`src/rtl/cordic_iter_ctrl.sv`:
```
// cordic_iter_ctrl: sequencer for an iterative carry-save CORDIC datapath (rotation mode)
// Ports:
//   clk, reset          clock and synchronous active-high reset
//   in_valid/in_ready   start handshake, z_in is the initial angle
//   out_valid/out_ready result handshake, z_res is the final angle residual
//   dp_load, dp_en      datapath load pulse and per-iteration enable pulse
//   shift               iteration index (shift amount and atan ROM address)
//   atan_val            arctan(2^-shift) from the external ROM
//   add_sub_x/y         per-path subtract controls, valid only with dp_en
//   busy                high whenever an operation is in flight
module cordic_iter_ctrl #(
    parameter int W      = 16,
    parameter int N_ITER = 12,
    parameter int DP_LAT = 2
) (
    input  logic                      clk,
    input  logic                      reset,
    input  logic                      in_valid,
    output logic                      in_ready,
    input  logic [W-1:0]              z_in,
    output logic                      out_valid,
    input  logic                      out_ready,
    output logic                      dp_load,
    output logic                      dp_en,
    output logic [$clog2(N_ITER)-1:0] shift,
    input  logic [W-1:0]              atan_val,
    output logic                      add_sub_x,
    output logic                      add_sub_y,
    output logic                      busy,
    output logic [W-1:0]              z_res
);
    localparam int IW = $clog2(N_ITER);
    localparam int SW = DP_LAT > 1 ? $clog2(DP_LAT) : 1;
    localparam logic [1:0] IDLE = 2'd0;
    localparam logic [1:0] LOAD = 2'd1;
    localparam logic [1:0] ITER = 2'd2;
    localparam logic [1:0] DONE = 2'd3;

    logic [1:0]    state;
    logic [W-1:0]  z;
    logic [IW-1:0] iter;
    logic [SW-1:0] sub;
    logic          dir;

    // z >= 0 rotates clockwise-to-zero: subtract the atan step
    assign dir       = ~z[W-1];
    assign in_ready  = state == IDLE;
    assign busy      = state != IDLE;
    assign dp_load   = state == LOAD;
    assign dp_en     = state == ITER && sub == '0;
    assign out_valid = state == DONE;
    assign shift     = state == ITER ? iter : '0;
    assign add_sub_x = dp_en & dir;
    assign add_sub_y = dp_en & ~dir;
    assign z_res     = z;

    always_ff @(posedge clk) begin
        if (reset) begin
            state <= IDLE;
            z     <= '0;
            iter  <= '0;
            sub   <= '0;
        end else begin
            case (state)
                IDLE: begin
                    if (in_valid) begin
                        z     <= z_in;
                        state <= LOAD;
                    end
                end
                LOAD: begin
                    iter  <= '0;
                    sub   <= '0;
                    state <= ITER;
                end
                ITER: begin
                    if (sub == '0)
                        z <= dir ? z - atan_val : z + atan_val;
                    if (sub == SW'(DP_LAT - 1)) begin
                        sub <= '0;
                        // counter wraps to 0 on the last iteration so it fits in $clog2(N_ITER) bits
                        if (iter == IW'(N_ITER - 1)) begin
                            iter  <= '0;
                            state <= DONE;
                        end else begin
                            iter <= iter + 1'b1;
                        end
                    end else begin
                        sub <= sub + 1'b1;
                    end
                end
                default: begin
                    if (out_ready)
                        state <= IDLE;
                end
            endcase
        end
    end
endmodule

```
`config.mk`:
```
export PLATFORM = sky130hd
export DESIGN_NAME = cordic_iter_ctrl
export DESIGN_NICKNAME = d
export VERILOG_FILES = /design/src/rtl/cordic_iter_ctrl.sv
export SDC_FILE = /design/constraint.sdc
export NUM_CORES = 1
export LEC_CHECK = 0
export ABC_AREA = 1
export CORE_MARGIN = 2
export CORE_UTILIZATION = 53
export CTS_CLUSTER_SIZE = 25
export DETAILED_ROUTE_END_ITERATION = 10
export PLACE_DENSITY = 0.83
export SYNTH_ARGS = -nofsm -noshare
export SYNTH_HDL_FRONTEND = slang
export SYNTH_SLANG_ARGS = --single-unit
```
`constraint.sdc`:
```
create_clock -name clk -period 6.85 [get_ports clk]
set_input_delay 1.7125 -clock clk [delete_from_list [all_inputs] [get_ports clk]]
set_output_delay 1.7125 -clock clk [all_outputs]
set_load 0.005 [all_outputs]
```
# Yosys cells after proc, flatten, opt, wreduce, memory -nomap -nowiden
# Index checks and enable logic that the tools add are counted.
# classes
n_reduce_logical	9
muxes	15
n_addsub	4
bitwise_logic	4
n_eq_ne	8
# ops
cell	n
16-bit two-way mux	3
16-bit one-hot mux with 2 select lines	1
16-bit adder	1
16-bit subtractor	1
4-bit two-way mux	3
2-bit two-way mux	4
4-bit one-hot mux with 2 select lines	1
2-bit != test (second input constant)	3
2-bit one-hot mux with 3 select lines	1
2-bit nonzero test	3
4-bit by 1-bit adder with 4-bit output (second input constant)	1
2-bit == test (second input constant)	2
4-bit == test (second input constant)	1
4-bit AND reduction	1
4-bit nonzero test	1
3-bit AND reduction	1
1-bit bitwise AND	2
2-bit by 1-bit == test with 1-bit output (second input constant)	1
2-bit logical NOT	1
2-bit by 1-bit != test with 1-bit output (second input constant)	1
1-bit NOT	2
1-bit one-hot mux with 2 select lines	1
2-bit AND reduction	1
1-bit adder (second input constant)	1
other kinds (2)	2
# word_totals
regBits	23
wordCells	44
in_bits	36
output_inout_bits	27

# Longest topological paths before layout
# Gate-level depths: netlist of run 1.
# logic_depth
depth_word	4
ltp_mapped	21
depth_no_buf	21

# Worst setup path before layout of run 1
# Ideal clock, no wire load.
# synth_path
kind	input to register
startpoint	input atan_val[1]
endpoint	register z[15] (netlist: z_res[15])
path_slack_ns	3.159
setup_time_ns	0.066
path_stages	19
path_buffers	0
arrival_time_ns	3.625
t_required_ns	6.784
cell_sequence	inv_1 -> ha_1 -> nand2_1 -> nor2_2 -> nand3_2 -> nor2_2 -> nand2_1 -> o21ai_2 -> xor2_1 -> ha_1 -> nand2_1 -> inv_1 -> a21oi_1 -> nand2_1 -> a21oi_1 -> nand2_1 -> nand3_1 -> nand2_1 -> a21oi_2
# synth_between
elab_chain_len	4
word_cells_on_any_way	5
cone_classes	2 x add/sub; 3 x mux
# synth_rtl
item	line_no	rtl
from (decl)	26	input logic [W-1:0] atan_val,
16-bit subtractor / 16-bit adder (equally long branches)	78	z <= dir ? z - atan_val : z + atan_val;
16-bit two-way mux (*)	78	
16-bit two-way mux (*)	77	if (sub == '0)
16-bit one-hot mux with 2 select lines (*)	64	case (state)
to (signal assigned)	67	z <= z_in;
to (signal assigned)	78	
to (decl)	40	logic [W-1:0] z;
# Every way passes the cells marked *; elsewhere a longest branch is shown, timed or not. The select of a mux whose other input is x is not followed.
# A chain may end at the register's enable or synchronous reset.

# Final worst setup path of run 1
# layout_path
startpoint	input atan_val[0]
endpoint	register z[15] (netlist: z_res[15])
# Same word-level chain as after synthesis.

==> out/results.ini, run 1 <==
[cts]
ctsRootBufferMaster = sky130_fd_sc_hd__clkbuf_8
clk_transition_reported_paths_ns = 0.08
cts_sinks = 23
tritoncts_clock_tree = built
cts_made_buffers = 3
worst_skew_pair.late_latency_ns = 0.27
cts-resized-gates = 0
post-cts-setup-buffer-count = 0
htree_levels = 1
cts_hold_buffers = 0
cts-root-to-sink-buffers = 2

[job]
maxCapViolations = 0

[route]
drcViolationCount = 0
wirelength_um = 6360
routed_via_density = 5.24
drt_pre_antenna_iters = 4
vias = 2584
antenna_violating_nets_left = 0
routed_wire_length_per_instance_um = 12.9
initialDrtViolationCount = 115

[synthesis]
ys.flop_type = sky130_fd_sc_hd__dfxtp_1
yosysSeqAreaShare = 0.193
asyncSetResetFlopFracSynth = 0
count_of_state_elements_after_synthesis = 23
synth.cell_area_um2 = 2380
synth-warning-count = 0
count_of_mapped_cells_out_of_synthesis = 385
synth-edff-count = 0
yosysUniqueCellTypes = 32
postSynthAreaPerCell_um2 = 6.19
mappedNetlistNets = 447

[critical_path]
critical_path_arrival_ns = 4.52
worst_setup_path_end_kind = register
worstSetupStartpointType = input pin
crit_fanout = 4
required_ns = 7.04
timing_worst_setup_path_type = in2reg

[placement]
buffer_ports.inserted = 62
number_of_cells_in_the_design_after_placement = 489
dp_hpwl_um = 5040
gp_routability_congestion = 0.906
dp_worst_setup_slack_ns = 2.25
place_area_um2 = 3020

[die]
fp-row-count = 24
die_width_um = 71.1
die-height_um = 71.1
die_area_um2 = 5050
floorplan.io_pins = 63
core_region_area_um2 = 4350
starting_density_of_the_core = 0.548

[sta]
hold_violations = 0
setup_ws_ns = 2.52
slew-limit-headroom = 0.447
timing.fmax_mhz = 231
timing.setup.tns_ns = 0
whs_ns = 0.501
finalWorstPathRequiredPeriod_ns = 4.33
setup_viol = 0
maxSlewViolCount = 0
grt_setup_unrepaired = no
tightest_slew_ns = 0.826
timing.clock.skew_ns = 0.00934
timing.final.crit_share = 0.632

[cells_and_area]
postLayoutCellArea_um2 = 3070
count_of_nets_after_finishing = 504
n_antenna_cell = 0
utilization = 0.705
final_common_cell = sky130_fd_sc_hd__nand2_1
share_of_final_layout_standard_cells_stronger_than_drive_strength_1 = 0.0726
areaGrowthSynthToFinish_pct = 28.8
mostFrequentLayoutCells = 101 x sky130_fd_sc_hd__nand2_1, 62 x sky130_fd_sc_hd__clkdlybuf4s50_1, 43 x sky130_fd_sc_hd__inv_1, 39 x sky130_fd_sc_hd__a21oi_1, 38 x sky130_fd_sc_hd__nor2_1
layout.cells.non_filler = 493

[global_routing]
antenna_found_initial = 0
grt_max_degree = 30
grt.met2_usage = 0.441
grt_use_total = 0.256
gr_peak_layer = met2
total_congestion_overflow_after_global_routing = 0
groute.layer.met1.usage = 0.345
grt_pass1_wl_um = 10700
grt_util_met3 = 0.0185
via_count_of_the_first_global_routing_pass = 2476

[outcome]
run_status = finished, final reports clean

[power_and_ir_drop]
p_leak_nw = 1.48
areal_power_density_over_the_cells_nw_per_um2 = 441
vdd_drop_max_uv = 317
power_consumption_mw = 1.36

[hold_path]
worst_hold_path_type = reg2reg

-- per-layer routing --
layer,part of all wire,wire [um]
met5,0,0
met4,0.013,85
met3,0.067,425
met2,0.45,2880
met1,0.47,2970
-- cell type report --
cell class                      instances  area [um2]
Clock buffer                            3        41.3
Clock inverter                          1        5.00
Fill cell                             373        1280
Inverter                               54         203
Multi-Input combinational cell        297        1670
Sequential cell                        23         460
Tap cell                               52        65.1
Timing Repair Buffer                   63         628
-- path summary, 6_finish.rpt --
path	start	endpoint	slack (ns)	depth (start not counted)
setup / recovery	atan_val[0]	z_res[15]$_SDFFE_PP0P_	2.52	20
hold / removal	z_res[14]$_SDFFE_PP0P_	z_res[14]$_SDFFE_PP0P_	0.50	2
setup reg to reg	z_res[15]$_SDFFE_PP0P_	z_res[15]$_SDFFE_PP0P_	4.26	14
hold reg to reg	z_res[14]$_SDFFE_PP0P_	z_res[14]$_SDFFE_PP0P_	0.50	2
-- cells in the mapped netlist, drive strengths merged (5+ instances only) --
cell	count	area (um2)
nand2	104	398
inv	54	203
nor2	44	190
a21oi	42	221
ha	25	313
dfxtp	23	460
o21ai	22	118
nand3	21	110
xor2	15	131
buf	8	42.5
xnor2	5	43.8
-- sequential cells by signal, indices dropped and copies added (netlist names) --
signal	cells
sub	1
iter	4
state	2
z_res	16
-- worst max-delay path, cell delays in order --
cell                              delay (ns)
sky130_fd_sc_hd__clkdlybuf4s50_1        0.48
sky130_fd_sc_hd__inv_1                  0.09
sky130_fd_sc_hd__ha_1                   0.17
sky130_fd_sc_hd__nand2_1                0.09
sky130_fd_sc_hd__nor2_2                 0.12
sky130_fd_sc_hd__nand3_2                0.10
sky130_fd_sc_hd__nor2_2                 0.11
sky130_fd_sc_hd__nand2_1                0.10
sky130_fd_sc_hd__o21ai_2                0.13
sky130_fd_sc_hd__xor2_1                 0.21
sky130_fd_sc_hd__ha_1                   0.30
sky130_fd_sc_hd__nand2_1                0.14
sky130_fd_sc_hd__inv_1                  0.05
sky130_fd_sc_hd__a21oi_1                0.14
sky130_fd_sc_hd__nand2_1                0.09
sky130_fd_sc_hd__a21oi_1                0.15
sky130_fd_sc_hd__nand2_1                0.07
sky130_fd_sc_hd__nand3_1                0.09
sky130_fd_sc_hd__nand2_1                0.08
sky130_fd_sc_hd__a21oi_2                0.11
-- report_power, final --
group	switching, mW	leakage, nW	total, mW	internal (mW)
Combinational	0.601	1.27	1.02	0.416
Clock	0.0441	0.0255	0.0847	0.0406
Sequential	0.0669	0.190	0.254	0.187
Total	0.712	1.48	1.36	0.644
-- cell families after synthesis --
kind of cell,share of synthesized area
AND/OR/NAND/NOR,0.321
AO/OA/AOI/OAI,0.166
buffers and inverters,0.108
adder cells (fa/ha/maj),0.140
flip-flops,0.193
XOR/XNOR,0.0735
Power figures use the tool's default switching activity.
==> run 2: changes to the inputs <==
--- a/config.mk
+++ b/config.mk
@@ -7,10 +7,10 @@
 export LEC_CHECK = 0
 export ABC_AREA = 1
 export CORE_MARGIN = 2
-export CORE_UTILIZATION = 53
+export CORE_UTILIZATION = 50
 export CTS_CLUSTER_SIZE = 25
 export DETAILED_ROUTE_END_ITERATION = 10
-export PLACE_DENSITY = 0.83
+export PLACE_DENSITY = 0.79
 export SYNTH_ARGS = -nofsm -noshare
 export SYNTH_HDL_FRONTEND = slang
 export SYNTH_SLANG_ARGS = --single-unit
==> constraint.sdc (replaced) <==
create_clock -name clk -period 4.39 [get_ports clk]
set_input_delay 1.0975 -clock clk [delete_from_list [all_inputs] [get_ports clk]]
set_output_delay 1.0975 -clock clk [all_outputs]
set_load 0.005 [all_outputs]
==> out/results.ini, run 2 (synthesis gave the netlist of run 1 again) <==
[cts]
htree_levels = 1  ; unchanged
cts-root-to-sink-buffers = 2  ; unchanged
cts-resized-gates = 0  ; unchanged
clk_transition_reported_paths_ns = 0.08  ; about the same
cts_sinks = 23  ; unchanged
cts_made_buffers = 3  ; unchanged
post-cts-setup-buffer-count = 0  ; unchanged
ctsRootBufferMaster = sky130_fd_sc_hd__clkbuf_8
cts_hold_buffers = 0  ; unchanged
tritoncts_clock_tree = built
worst_skew_pair.late_latency_ns = 0.26  ; about the same

[global_routing]
via_count_of_the_first_global_routing_pass = 2427  ; -2.0%
grt_use_total = 0.254  ; -0.00205
total_congestion_overflow_after_global_routing = 0  ; unchanged
grt_max_degree = 30  ; unchanged
grt_pass1_wl_um = 10900  ; +2.1%
antenna_found_initial = 0  ; unchanged

[route]
wirelength_um = 6360  ; -0.11%
routed_wire_length_per_instance_um = 12.8  ; -0.51%
drt_pre_antenna_iters = 4  ; unchanged
antenna_violating_nets_left = 0  ; unchanged
drcViolationCount = 0  ; unchanged
vias = 2563  ; -0.81%
routed_via_density = 5.18  ; -1.2%
initialDrtViolationCount = 123  ; +7.0%

[placement]
gp_routability_congestion = 0.912  ; +0.70%
dp_hpwl_um = 5200  ; +3.2%
buffer_ports.inserted = 62  ; unchanged
dp_worst_setup_slack_ns = 0.453  ; -1.80 ns

[sta]
timing.setup.tns_ns = 0  ; unchanged
setup_viol = 0  ; unchanged
timing.clock.skew_ns = 0.00671  ; -0.00262 ns
tightest_slew_ns = 0.819  ; -0.00782 ns
setup_ws_ns = 0.754  ; -1.77 ns
timing.final.crit_share = 0.828
finalWorstPathRequiredPeriod_ns = 3.64
maxSlewViolCount = 0  ; unchanged
timing.fmax_mhz = 275
slew-limit-headroom = 0.453  ; +0.00523
grt_setup_unrepaired = no
whs_ns = 0.506  ; +0.00498 ns
hold_violations = 0  ; unchanged

[power_and_ir_drop]
vdd_drop_max_uv = 470  ; +48%
power_consumption_mw = 2.11  ; +56%
p_leak_nw = 1.48  ; unchanged
areal_power_density_over_the_cells_nw_per_um2 = 686  ; +55%

[die]
floorplan.io_pins = 63  ; unchanged
die_width_um = 73.1  ; +2.8%
die_area_um2 = 5340  ; +5.6%
core_region_area_um2 = 4660  ; +7.0%
starting_density_of_the_core = 0.512  ; -0.0360
die-height_um = 73.1  ; +2.8%
fp-row-count = 25  ; +4.2%

[critical_path]
critical-path-max-stage-delay_ns = 0.46  ; -0.02 ns
timing.critical_path.slowest_stage_cell = sky130_fd_sc_hd__clkdlybuf4s50_1
crit_path_cell_trace = clkdlybuf4s50_1 > inv_1 > ha_1 > nand2_1 > nor2_2 > nand3_2 > nor2_2 > nand2_1 > o21ai_2 > xor2_1 > ha_1 > nand2_1 > inv_1 > a21oi_1 > nand2_1 > a21oi_1 > nand2_1 > nand3_1 > nand2_1 > a21oi_2
required_ns = 4.58  ; -2.46 ns
reg2reg_slack_ns = 1.82  ; -2.44 ns
launching_point_of_the_worst_reg2reg_path = z_res[15]$_SDFFE_PP0P_
cp_common_cell = sky130_fd_sc_hd__nand2_1
worstSetupStartpointType = input pin
worst_setup_path_end_kind = register
r2r_end = z_res[15]$_SDFFE_PP0P_
timing_worst_setup_path_type = in2reg
critical_path_arrival_ns = 3.83  ; -0.69 ns
crit_fanout = 4  ; unchanged
reg2reg_depth = 14  ; unchanged

[cells_and_area]
count_of_nets_after_finishing = 504  ; unchanged
utilization = 0.659  ; -0.0458
largest_reg_flops = 16  ; unchanged
layout.filler_cells = 449  ; +20%
areaGrowthSynthToFinish_pct = 28.9  ; about the same
mostFrequentLayoutCells = 101 x sky130_fd_sc_hd__nand2_1, 62 x sky130_fd_sc_hd__clkdlybuf4s50_1, 43 x sky130_fd_sc_hd__inv_1, 39 x sky130_fd_sc_hd__a21oi_1, 38 x sky130_fd_sc_hd__nor2_1
n_antenna_cell = 0  ; unchanged
final_common_cell = sky130_fd_sc_hd__nand2_1
share_of_final_layout_standard_cells_stronger_than_drive_strength_1 = 0.0726  ; unchanged

[outcome]
run_status = finished, final reports clean

[job]
maxCapViolations = 0  ; unchanged

[hold_path]
holdPathStages = 2  ; unchanged
worst_hold_path_type = reg2reg
hold_path_end = iter[1]$_SDFFE_PP0P_
worstHoldStart = iter[1]$_SDFFE_PP0P_

## run 2: worst max-delay path by stage
stage / from / end / cells past startpoint
floorplan: atan_val[1] / z_res[15]$_SDFFE_PP0P_ / 19
detailed placement: atan_val[0] / z_res[15]$_SDFFE_PP0P_ / 21
finish: atan_val[0] / z_res[15]$_SDFFE_PP0P_ / 20
CTS: atan_val[0] / z_res[15]$_SDFFE_PP0P_ / 20
global route: atan_val[0] / z_res[15]$_SDFFE_PP0P_ / 20
global placement: atan_val[0] / z_res[15]$_SDFFE_PP0P_ / 20
## run 2: metrics by stage
stage	cell area, um2	instances
after floorplan	2380	385
after global placement	3030	491
after detailed placement	3030	491
after CTS	3070	495
after global routing	3070	495
final	3070	495
## run 2: power breakdown
part / switching [mW] / internal [mW] / total, mW
Combinational: 0.929 / 0.650 / 1.58
Clock: 0.0695 / 0.0633 / 0.133
Sequential: 0.105 / 0.292 / 0.397
## run 2: final cells by class
class / count / area [um2] / share of cell area
multi-input cells: 297 / 1670 / 0.543
clock buffers: 3 / 41.3 / 0.0134
inverters: 54 / 203 / 0.0660
well taps: 54 / 67.6 / 0.0220
repair buffers: 63 / 628 / 0.204
flip-flops and latches: 23 / 460 / 0.150
clock inverters: 1 / 5.00 / 0.00163
## run 2: layer usage
| layer | wire [um] | track usage | share of wire |
|---|---|---|---|
| met1 | 3080 | 0.368 | 0.49 |
| met2 | 2820 | 0.400 | 0.44 |
| met3 | 353 | 0.0249 | 0.056 |
| met4 | 96 | 0.0679 | 0.015 |
| met5 | 0 | 0 | 0 |
## run 2: worst max-delay path: cells and delay by family
family	cells	cell delay (ns)
adder cells (fa/ha/maj)	2	0.47
AO/OA/AOI/OAI	4	0.51
buffers and inverters	3	0.59
AND/OR/NAND/NOR	10	0.96
XOR/XNOR	1	0.20
